==> config.mk <==
export PLATFORM = sky130hd
export DESIGN_NAME = seg7_capture_decoder
export DESIGN_NICKNAME = d
export VERILOG_FILES = /design/src/rtl/seg7_pkg.sv /design/src/rtl/seg7_pattern_decode.sv /design/src/rtl/seg7_capture_decoder.sv
export SDC_FILE = /design/constraint.sdc
export NUM_CORES = 1
export LEC_CHECK = 0
export ABC_AREA = 1
export CORE_MARGIN = 2
export CORE_UTILIZATION = 25
export CTS_CLUSTER_SIZE = 20
export DETAILED_ROUTE_END_ITERATION = 10
export GPL_TIMING_DRIVEN = 0
export PLACE_DENSITY = 0.53
export SYNTH_ARGS = -nofsm -noshare
export SYNTH_HDL_FRONTEND = slang
export SYNTH_HIERARCHICAL = 1
export SYNTH_SLANG_ARGS = --single-unit
==> constraint.sdc <==
create_clock -name clk -period 2.6 [get_ports clk]
set_input_delay 0.52 -clock clk [delete_from_list [all_inputs] [get_ports clk]]
set_output_delay 0.52 -clock clk [all_outputs]
set_load 0.02 [all_outputs]
==> src/rtl/seg7_pkg.sv <==
// Shared glyph table and FSM encoding for the 7-segment capture monitor.
// Glyphs are active-high a..g with index 0 = a (MSB of a [0:6] vector).
package seg7_pkg;

    localparam logic [0:6] SEG_GLYPH_0 = 7'b1111110;
    localparam logic [0:6] SEG_GLYPH_1 = 7'b0110000;
    localparam logic [0:6] SEG_GLYPH_2 = 7'b1101101;
    localparam logic [0:6] SEG_GLYPH_3 = 7'b1111001;
    localparam logic [0:6] SEG_GLYPH_4 = 7'b0110011;
    localparam logic [0:6] SEG_GLYPH_5 = 7'b1011011;
    localparam logic [0:6] SEG_GLYPH_6 = 7'b1011111;
    localparam logic [0:6] SEG_GLYPH_7 = 7'b1110000;
    localparam logic [0:6] SEG_GLYPH_8 = 7'b1111111;
    localparam logic [0:6] SEG_GLYPH_9 = 7'b1110011;
    localparam logic [0:6] SEG_GLYPH_A = 7'b1110111;
    localparam logic [0:6] SEG_GLYPH_B = 7'b0011111;
    localparam logic [0:6] SEG_GLYPH_C = 7'b1001110;
    localparam logic [0:6] SEG_GLYPH_D = 7'b0111101;
    localparam logic [0:6] SEG_GLYPH_E = 7'b1001111;
    localparam logic [0:6] SEG_GLYPH_F = 7'b1000111;
    localparam logic [0:6] SEG_BLANK   = 7'b0000000;

    typedef enum logic [1:0] {
        IDLE   = 2'd0,
        SETTLE = 2'd1,
        HELD   = 2'd2
    } seg7_state_e;

endpackage

==> src/rtl/seg7_pattern_decode.sv <==
// Maps an active-high a..g pattern to its hex nibble; flags blank separately.
// Purely combinational, zero latency; no flow control.
module seg7_pattern_decode
    import seg7_pkg::*;
(
    input  logic [0:6] pattern,
    output logic       hit,
    output logic       blank,
    output logic [3:0] nibble
);

    always_comb begin
        hit    = 1'b1;
        nibble = 4'h0;
        blank  = (pattern == SEG_BLANK);
        case (pattern)
            SEG_GLYPH_0: nibble = 4'h0;
            SEG_GLYPH_1: nibble = 4'h1;
            SEG_GLYPH_2: nibble = 4'h2;
            SEG_GLYPH_3: nibble = 4'h3;
            SEG_GLYPH_4: nibble = 4'h4;
            SEG_GLYPH_5: nibble = 4'h5;
            SEG_GLYPH_6: nibble = 4'h6;
            SEG_GLYPH_7: nibble = 4'h7;
            SEG_GLYPH_8: nibble = 4'h8;
            SEG_GLYPH_9: nibble = 4'h9;
            SEG_GLYPH_A: nibble = 4'hA;
            SEG_GLYPH_B: nibble = 4'hB;
            SEG_GLYPH_C: nibble = 4'hC;
            SEG_GLYPH_D: nibble = 4'hD;
            SEG_GLYPH_E: nibble = 4'hE;
            SEG_GLYPH_F: nibble = 4'hF;
            default:     hit    = 1'b0;
        endcase
    end

endmodule

==> src/rtl/seg7_capture_decoder.sv <==
// Passive monitor of a multiplexed active-low 7-seg bus; stores the decoded nibble per digit.
// Capture lands STABLE+1 edges after the last input change; never backpressures (observe only).
module seg7_capture_decoder
    import seg7_pkg::*;
#(
    parameter int NDIG   = 4,
    parameter int STABLE = 4
) (
    input  logic                    clk,
    input  logic                    rst_n,
    input  logic [0:6]              seg_n,
    input  logic [NDIG-1:0]         dig_sel_n,
    input  logic                    clear,
    output logic [4*NDIG-1:0]       digits,
    output logic [NDIG-1:0]         dig_valid,
    output logic                    err,
    output logic                    upd_stb,
    output logic [$clog2(NDIG)-1:0] upd_idx
);

    localparam int IW = $clog2(NDIG);

    logic [0:6]        seg_q, seg_d, seg_prev_q, seg_prev_d;
    logic [NDIG-1:0]   sel_q, sel_d, sel_prev_q, sel_prev_d;
    logic [7:0]        cnt_q, cnt_d;
    seg7_state_e       state_q, state_d;
    logic [4*NDIG-1:0] digits_q, digits_d;
    logic [NDIG-1:0]   valid_q, valid_d;
    logic              err_q, err_d;
    logic              stb_q, stb_d;
    logic [IW-1:0]     idx_q, idx_d;

    logic          same, onehot, capture;
    logic [IW-1:0] sel_idx;
    logic          dec_hit, dec_blank;
    logic [3:0]    dec_nibble;

    seg7_pattern_decode u_decode (
        .pattern (~seg_q),
        .hit     (dec_hit),
        .blank   (dec_blank),
        .nibble  (dec_nibble)
    );

    always_comb begin
        seg_d      = seg_n;
        sel_d      = dig_sel_n;
        seg_prev_d = seg_q;
        sel_prev_d = sel_q;
        same       = (seg_q == seg_prev_q) && (sel_q == sel_prev_q);
        onehot     = ($countones(~sel_q) == 1);
        sel_idx    = '0;
        for (int i = 0; i < NDIG; i++) begin
            if (!sel_q[i]) sel_idx = IW'(i);
        end
    end

    // A capture fires exactly once per window: when the counter reaches STABLE in SETTLE.
    always_comb begin
        state_d = state_q;
        cnt_d   = cnt_q;
        capture = 1'b0;
        if (!onehot) begin
            state_d = IDLE;
            cnt_d   = '0;
        end else if (!same || state_q == IDLE) begin
            state_d = SETTLE;
            cnt_d   = '0;
        end else if (state_q == SETTLE) begin
            if (cnt_q < 8'(STABLE)) cnt_d = cnt_q + 8'd1;
            if (cnt_d == 8'(STABLE)) begin
                capture = 1'b1;
                state_d = HELD;
            end
        end
    end

    // Clear is applied first so a coincident capture overrides it for its own digit.
    always_comb begin
        digits_d = digits_q;
        valid_d  = clear ? '0 : valid_q;
        err_d    = clear ? 1'b0 : err_q;
        stb_d    = capture;
        idx_d    = idx_q;
        if (capture) begin
            idx_d = sel_idx;
            if (dec_hit) begin
                digits_d[{sel_idx, 2'b00} +: 4] = dec_nibble;
                valid_d[sel_idx]                = 1'b1;
            end else begin
                valid_d[sel_idx] = 1'b0;
                if (!dec_blank) err_d = 1'b1;
            end
        end
    end

    always_ff @(posedge clk) begin
        if (!rst_n) begin
            seg_q      <= '1;
            sel_q      <= '1;
            seg_prev_q <= '1;
            sel_prev_q <= '1;
            cnt_q      <= '0;
            state_q    <= IDLE;
            digits_q   <= '0;
            valid_q    <= '0;
            err_q      <= 1'b0;
            stb_q      <= 1'b0;
            idx_q      <= '0;
        end else begin
            seg_q      <= seg_d;
            sel_q      <= sel_d;
            seg_prev_q <= seg_prev_d;
            sel_prev_q <= sel_prev_d;
            cnt_q      <= cnt_d;
            state_q    <= state_d;
            digits_q   <= digits_d;
            valid_q    <= valid_d;
            err_q      <= err_d;
            stb_q      <= stb_d;
            idx_q      <= idx_d;
        end
    end

    assign digits    = digits_q;
    assign dig_valid = valid_q;
    assign err       = err_q;
    assign upd_stb   = stb_q;
    assign upd_idx   = idx_q;

endmodule
Word-level counts from Yosys, hierarchy flattened
Index checks and enable logic that the tools add are counted.
{ "op_classes": {"n_mux": 26, "eq_ne": 21, "addsub": 5, "n_reduce_logical": 14, "shifts": 2, "n_bitwise": 7, "n_lt_le_gt_ge": 3} }
{ "ops": {"columns": ["operator", "n"], "rows": [
  ["$eq 7x7->1 const B", 12],
  ["$pmux 4 s15", 1],
  ["$mux 8", 4],
  ["$eq 7x6->1 const B", 3],
  ["$bwmux 16", 1],
  ["$reduce_or 16->1", 1],
  ["$shift 4x6->16 const A", 1],
  ["$shiftx 4x6->16", 1],
  ["$mux 1", 14],
  ["$mux 4", 3],
  ["$add 8x1->8 const B", 1],
  ["$eq 8x3->1 const B", 1],
  ["$lt 8x3->1 const B", 1],
  ["$not 4->4", 2],
  ["$reduce_and 2->1", 4],
  ["$eq 7x5->1 const B", 1],
  ["$eq 7x7->1", 1],
  ["$logic_not 7->1", 1],
  ["$not 7->7", 1],
  ["$neg 4->6", 1],
  ["$add 1x1->2", 2],
  ["$and 4x4->4", 1],
  ["$eq 4x4->1", 1],
  ["$mux 2", 2],
  ["14 further kinds", 17]
]} }
{ "word_totals": {"input_bits": 14, "output_inout_bits": 24, "reg_bits": 56, "wordCells": 90} }

Depth between registers and ports, before layout
{ "depth": {"word_depth": 12, "depth_mapped": 15, "depth_no_buf": 14} }

By module
The synthesis kept the hierarchy.
{ "modules_own_cells": {"columns": ["mod", "cells_per_inst", "area_per_inst_um2", "instances", "seq_area_each_um2"], "rows": [
  ["seg7_capture_decoder", 383, 2630.0, 1, 1121.1],
  ["seg7_pattern_decode", 86, 360.3, 1, 0.0]
]} }

Worst setup path before layout
OpenSTA, ideal clock, no wires.
{ "synth_path": {"path_type": "reg2reg", "from": "register sel_q[3] (netlist: sel_prev_d[3])", "to": "register digits_q[4] (netlist: digits[4])", "required_ns": 2.487, "setup_slack_ns": 0.162, "stages_incl_launch_ff": 11, "setup_ns": 0.113, "synth_period_minus_slack_ns": 2.438, "arrival_ns": 2.325, "path_buffers": 0, "path_cell_list": "dfxtp_1 > inv_2 > fa_1 > ha_1 > ha_1 > nor3_4 > nand4_1 > nor2_4 > nand4_2 > nor2_1 > nor2_1"} }
{ "synth_via": {"elab_chain_len": 7, "elab_cells_between_ends": 16, "classes_between": "add/sub (3); eq/ne (2); shift (2); mux (4); bitwise (1); reduce/logical (4)"} }
{ "synth_rtl": {"columns": ["item", "line_no", "source"], "rows": [
  ["start, declared", "seg7_capture_decoder.sv:24", "logic [NDIG-1:0] sel_q, sel_d, sel_prev_q, sel_prev_d;"],
  ["start signal, assigned", "seg7_capture_decoder.sv:112", "sel_q <= sel_d;"],
  ["parallel branches: the longest is 7 deep, another holds $neg 4->6", null, null],
  ["end signal, assigned", "seg7_capture_decoder.sv:117", "digits_q <= digits_d;"],
  ["end, declared", "seg7_capture_decoder.sv:27", "logic [4*NDIG-1:0] digits_q, digits_d;"]
]} }
Parallel ways; which one is timed is not known.
A chain may end at the register's enable or synchronous reset.

Worst setup path after layout
{ "layout_path": {"from": "register sel_q[1] (netlist: sel_prev_d[1])", "to": "register digits_q[3] (netlist: digits[3])"} }
{ "layout_via": {"elab_chain_len": 7, "elab_cells_between_ends": 18, "classes_between": "add/sub (3); eq/ne (2); shift (2); mux (6); bitwise (1); reduce/logical (4)"} }
{ "layout_rtl": {"columns": ["item"], "rows": [
  ["parallel branches: the longest is 7 deep, another holds $neg 4->6"]
]} }
Parallel ways; which one is timed is not known.

==> impl_table.tex <==
\begin{tabular}{lr}
\hline
Metric & Value \\
\hline
\multicolumn{2}{l}{\textbf{Clocking}} \\
\quad H-Tree Level Count & 2 \\
\quad Worst-skew pair later-pin latency & 290 ps \\
\quad \# clock sinks & 56 \\
\quad CTS root buffer & sky130\_fd\_sc\_hd\_\_clkbuf\_16 \\
\quad TritonCTS clock tree & yes \\
\quad Maximum root-to-sink buffer count & 2 \\
\quad Clock Pin Slew Worst Setup and Hold Paths & 80 ps \\
\quad CTS hold repair buffers & 0 \\
\quad Number of buffers added by the clock tree synthesis step & 5 \\
\multicolumn{2}{l}{\textbf{Route}} \\
\quad Detailed Route Iter0 Violations & 161 \\
\quad Average wire per cell in the routed design & 11.1 um \\
\quad Vias per inst & 4.27 \\
\quad Number of vias after detailed routing & 2863 \\
\quad Routed wire length & 7440 um \\
\quad Drt first pass iters & 5 \\
\quad Number of remaining DRC errors & 0 \\
\quad Antenna-violating nets left & 0 \\
\multicolumn{2}{l}{\textbf{Worst setup path}} \\
\quad Critical Path Fanout Max & 5 \\
\quad Setup slack, reg-to-reg & 100 ps \\
\quad Type of element capturing the critical path & flip-flop \\
\quad Most Frequent Cell on Critical Path & sky130\_fd\_sc\_hd\_\_nand2\_2 \\
\quad Kind of launch point of the worst setup path & flip-flop \\
\quad R2r startpoint & sel\_prev\_d[1]\$\_SDFF\_PN1\_ \\
\quad Slowest Stage Delay on Critical Path & 510 ps \\
\quad Data required time at the worst endpoint & 2830 ps \\
\quad Cell with the largest stage delay on the worst path & sky130\_fd\_sc\_hd\_\_fa\_1 \\
\quad Critical Path, Cell by Cell & inv\_4 -> fa\_1 -> ha\_2 -> ha\_4 -> nor3\_4 -> nand4\_1 -> nor2\_4 -> buf\_12 -> nand3\_4 -> nand2\_2 -> nand2\_2 -> nor2\_1 \\
\quad Data arrival time of the critical path & 2730 ps \\
\quad Crit path launch & sel\_prev\_d[1]\$\_SDFF\_PN1\_ \\
\quad Critical path type & flip-flop to flip-flop \\
\multicolumn{2}{l}{\textbf{Pwr}} \\
\quad Fraction of power consumed by combinational cells & 10.9\% \\
\quad Worst voltage drop across the vdd grid & 298 uV \\
\quad Switching part of the total power & 24.2\% \\
\quad Clk pwr share & 41.4\% \\
\quad Power consumption & 1870 uW \\
\quad Total power divided by cell area & 479 nW/um2 \\
\quad Leakage power & 0.00182 uW \\
\quad Internal Pwr Total & 1420 uW \\
\quad Sequential share of power & 47.6\% \\
\quad Net switching power & 453 uW \\
\multicolumn{2}{l}{\textbf{STA}} \\
\quad Unrepaired setup endpoints after global routing & true \\
\quad Number of hold violations in the final report & 0 \\
\quad Final worst slack & 99.4 ps \\
\quad Final Max Slew Viols & 0 \\
\quad Finish-stage setup viols & 0 \\
\quad Sum Neg Setup Slack & 0 ps \\
\quad Slew @ Worst Pin & 558 ps \\
\quad Worst slew margin relative to its limit & 62.8\% \\
\quad Highest achievable clock rate & 400 MHz \\
\quad Setup Skew & 6.66 ps \\
\quad Clock period minus worst slack & 2500 ps \\
\quad Period Utilization, post-route & 96.2\% \\
\multicolumn{2}{l}{\textbf{Cells and area}} \\
\quad Number of antenna diodes & 0 \\
\quad Fraction of layout instances using a drive strength above 1 & 13.4\% \\
\quad Most common cell after layout, fill and taps aside & sky130\_fd\_sc\_hd\_\_nand2\_1 \\
\quad Final cell count without fillers & 671 \\
\quad Area Overhead vs Synth & 30.6\% \\
\quad Commonest cells after routing, fill and taps aside & sky130\_fd\_sc\_hd\_\_nand2\_1, sky130\_fd\_sc\_hd\_\_nor2\_1, sky130\_fd\_sc\_hd\_\_inv\_1 \\
\quad Layout net count & 545 \\
\multicolumn{2}{l}{\textbf{Synth}} \\
\quad Share of Yosys cell area claimed by the top area cell type & 37.5\% \\
\quad Post-synthesis sequential area ratio & 37.5\% \\
\quad Post-synthesis instance area & 2990 um2 \\
\quad Average cell area after synthesis & 6.38 um2 \\
\quad Distinct cell type count after synthesis & 28 \\
\quad Biggest area contributors in the synthesized netlist & sky130\_fd\_sc\_hd\_\_dfxtp\_1, sky130\_fd\_sc\_hd\_\_nand2\_1, sky130\_fd\_sc\_hd\_\_nor2\_1 \\
\quad Post-synthesis instance total & 469 \\
\quad Number of warnings printed during yosys synthesis & 6 \\
\quad Count of state elements after synthesis & 56 \\
\quad Nets in the synthesized netlist & 487 \\
\quad Cell taking the most area after synthesis & sky130\_fd\_sc\_hd\_\_dfxtp\_1 \\
\multicolumn{2}{l}{\textbf{Placed design}} \\
\quad Worst Setup Slack post-DPL & -195 ps \\
\quad PortBufs & 37 \\
\quad Detail Placement HPWL & 5580 um \\
\quad GP Congestion & 0.875 \\
\quad Placed insts & 649 \\
\multicolumn{2}{l}{\textbf{Floorplanning}} \\
\quad Starting utilization of the core area & 25.9\% \\
\quad Core ar. & 11600 um2 \\
\quad I/O pins & 38 \\
\quad Number of rows created at floorplan & 39 \\
\quad Chip width & 113 um \\
\quad Die ar. & 12900 um2 \\
\quad Chip height & 113 um \\
\multicolumn{2}{l}{\textbf{Global routing}} \\
\quad Final global-route overflow total & 0 \\
\quad Via count of the first global-routing pass & 2832 \\
\quad Global-route usage over all layers & 12.0\% \\
\quad Wire length of the first global-routing pass & 12800 um \\
\quad Largest net degree at the start of global routing & 18 \\
\quad Antenna violations before repair & 0 \\
\multicolumn{2}{l}{\textbf{Min path}} \\
\quad Critical hold path startpoint & sel\_prev\_d[0]\$\_SDFF\_PN1\_ \\
\quad Min-delay worst type & flip-flop to flip-flop \\
\multicolumn{2}{l}{\textbf{Run status}} \\
\quad Result of the run & complete, no violations \\
\multicolumn{2}{l}{\textbf{Run}} \\
\quad MaxCap Viol Count & 0 \\
\hline
\end{tabular}
[Yosys cell counts]
master	count
sky130_fd_sc_hd__nor4_1	1
sky130_fd_sc_hd__nand3_1	22
sky130_fd_sc_hd__clkbuf_1	3
sky130_fd_sc_hd__a21oi_1	15
sky130_fd_sc_hd__dfxtp_1	56
sky130_fd_sc_hd__o2bb2ai_1	1
sky130_fd_sc_hd__fa_1	1
sky130_fd_sc_hd__nand4_2	1
sky130_fd_sc_hd__nand2_1	131
sky130_fd_sc_hd__nor2_2	5
sky130_fd_sc_hd__inv_2	5
sky130_fd_sc_hd__nor2_4	3
sky130_fd_sc_hd__or2_2	12
sky130_fd_sc_hd__xnor2_1	1
sky130_fd_sc_hd__nand3_4	3
sky130_fd_sc_hd__nand3_2	3
sky130_fd_sc_hd__nor3_2	3
sky130_fd_sc_hd__o21ai_0	6
sky130_fd_sc_hd__buf_1	1
sky130_fd_sc_hd__nand4_1	12
sky130_fd_sc_hd__nand3b_1	1
sky130_fd_sc_hd__nor2_1	96
sky130_fd_sc_hd__nand2_2	3
sky130_fd_sc_hd__ha_1	3
sky130_fd_sc_hd__nor3_1	2
sky130_fd_sc_hd__inv_1	77
sky130_fd_sc_hd__nor3_4	1
sky130_fd_sc_hd__buf_2	1
[critical path: cells and delay by family, from the launching register on]
kind                       cells  cell delay [ps]
adders and majority gates      3              890
buffers and inverters          2              190
DFF                            1              390
and+or+nand+nor                7              970
[final cells by class]
type | instances | area (um2)
fillers | 1232 | 7660
multi-input cells | 328 | 1600
flip-flops and latches | 56 | 1130
repair buffers | 49 | 490
inverters | 82 | 318
well taps | 143 | 179
clock buffers | 6 | 129
clock inverters | 2 | 38.8
plain buffers | 5 | 22.5
[metal layers]
layer	up-vias	track usage (%)	part of all wire, %
met4	0	2.76	0.52
met3	6	2.18	3.5
met2	53	20.1	45
li1	1537	-	-
met1	1267	16.3	51
met5	-	0	0
[final timing paths]
path / to / cells past startpoint
worst max-delay path: digits[3]$_SDFFE_PN0P_ / 12
worst min-delay path: sel_prev_q[0]$_SDFF_PN1_ / 2
worst min register to register: sel_prev_q[0]$_SDFF_PN1_ / 2
worst max register to register: digits[3]$_SDFFE_PN0P_ / 12
[registers in the layout, summed over array words and instances (netlist names), 2 cells and up]
name and count:
cnt_q 8, dig_valid 4, digits 16, seg_prev_d 7
seg_prev_q 7, sel_prev_d 4, sel_prev_q 4, state_q 2
upd_idx 2
[stage by stage]
stage          hold slack (ps)  cell area, um2  utilization (%)
2_1_floorplan              441            2990                -
3_3_place_gp               455            3540             30.6
3_5_place_dp               456            3540             30.6
4_1_cts                    468            3710             32.1
5_1_grt                    473            3910             33.8
6_report                   456            3910             33.8
[power by group through the flow]
| stage | logic, uW | clock network (uW) | registers (uW) |
|---|---|---|---|
| 2_1_floorplan | 127 | 0 | 907 |
| 3_3_place_gp | 179 | 0 | 910 |
| 3_5_place_dp | 183 | 0 | 911 |
| 4_1_cts | 185 | 802 | 891 |
| 5_1_grt | 234 | 832 | 893 |
| 6_report | 204 | 775 | 891 |
[logic make-up after synthesis]
family                   Yosys count  synth area share [%]
flip-flops                        56                  37.5
buffers and inverters             87                  11.0
adder cells (fa/ha/maj)            4                  1.92
AO/OA/AOI/OAI                     22                  3.81
XOR/XNOR                           1                 0.293
AND/OR/NAND/NOR                  299                  45.5
[timing repair]
item / 4_1_cts / 5_1_grt
endpoints found under the setup margin: 21 / 18
setup buffers: 0 / 11
hold endpoints to repair: 0 / 0
pin swaps: 2 / 9
gates cloned: 0 / 3
resized for setup: 3 / 15
Note: power is estimated with default switching activity, not from simulation.
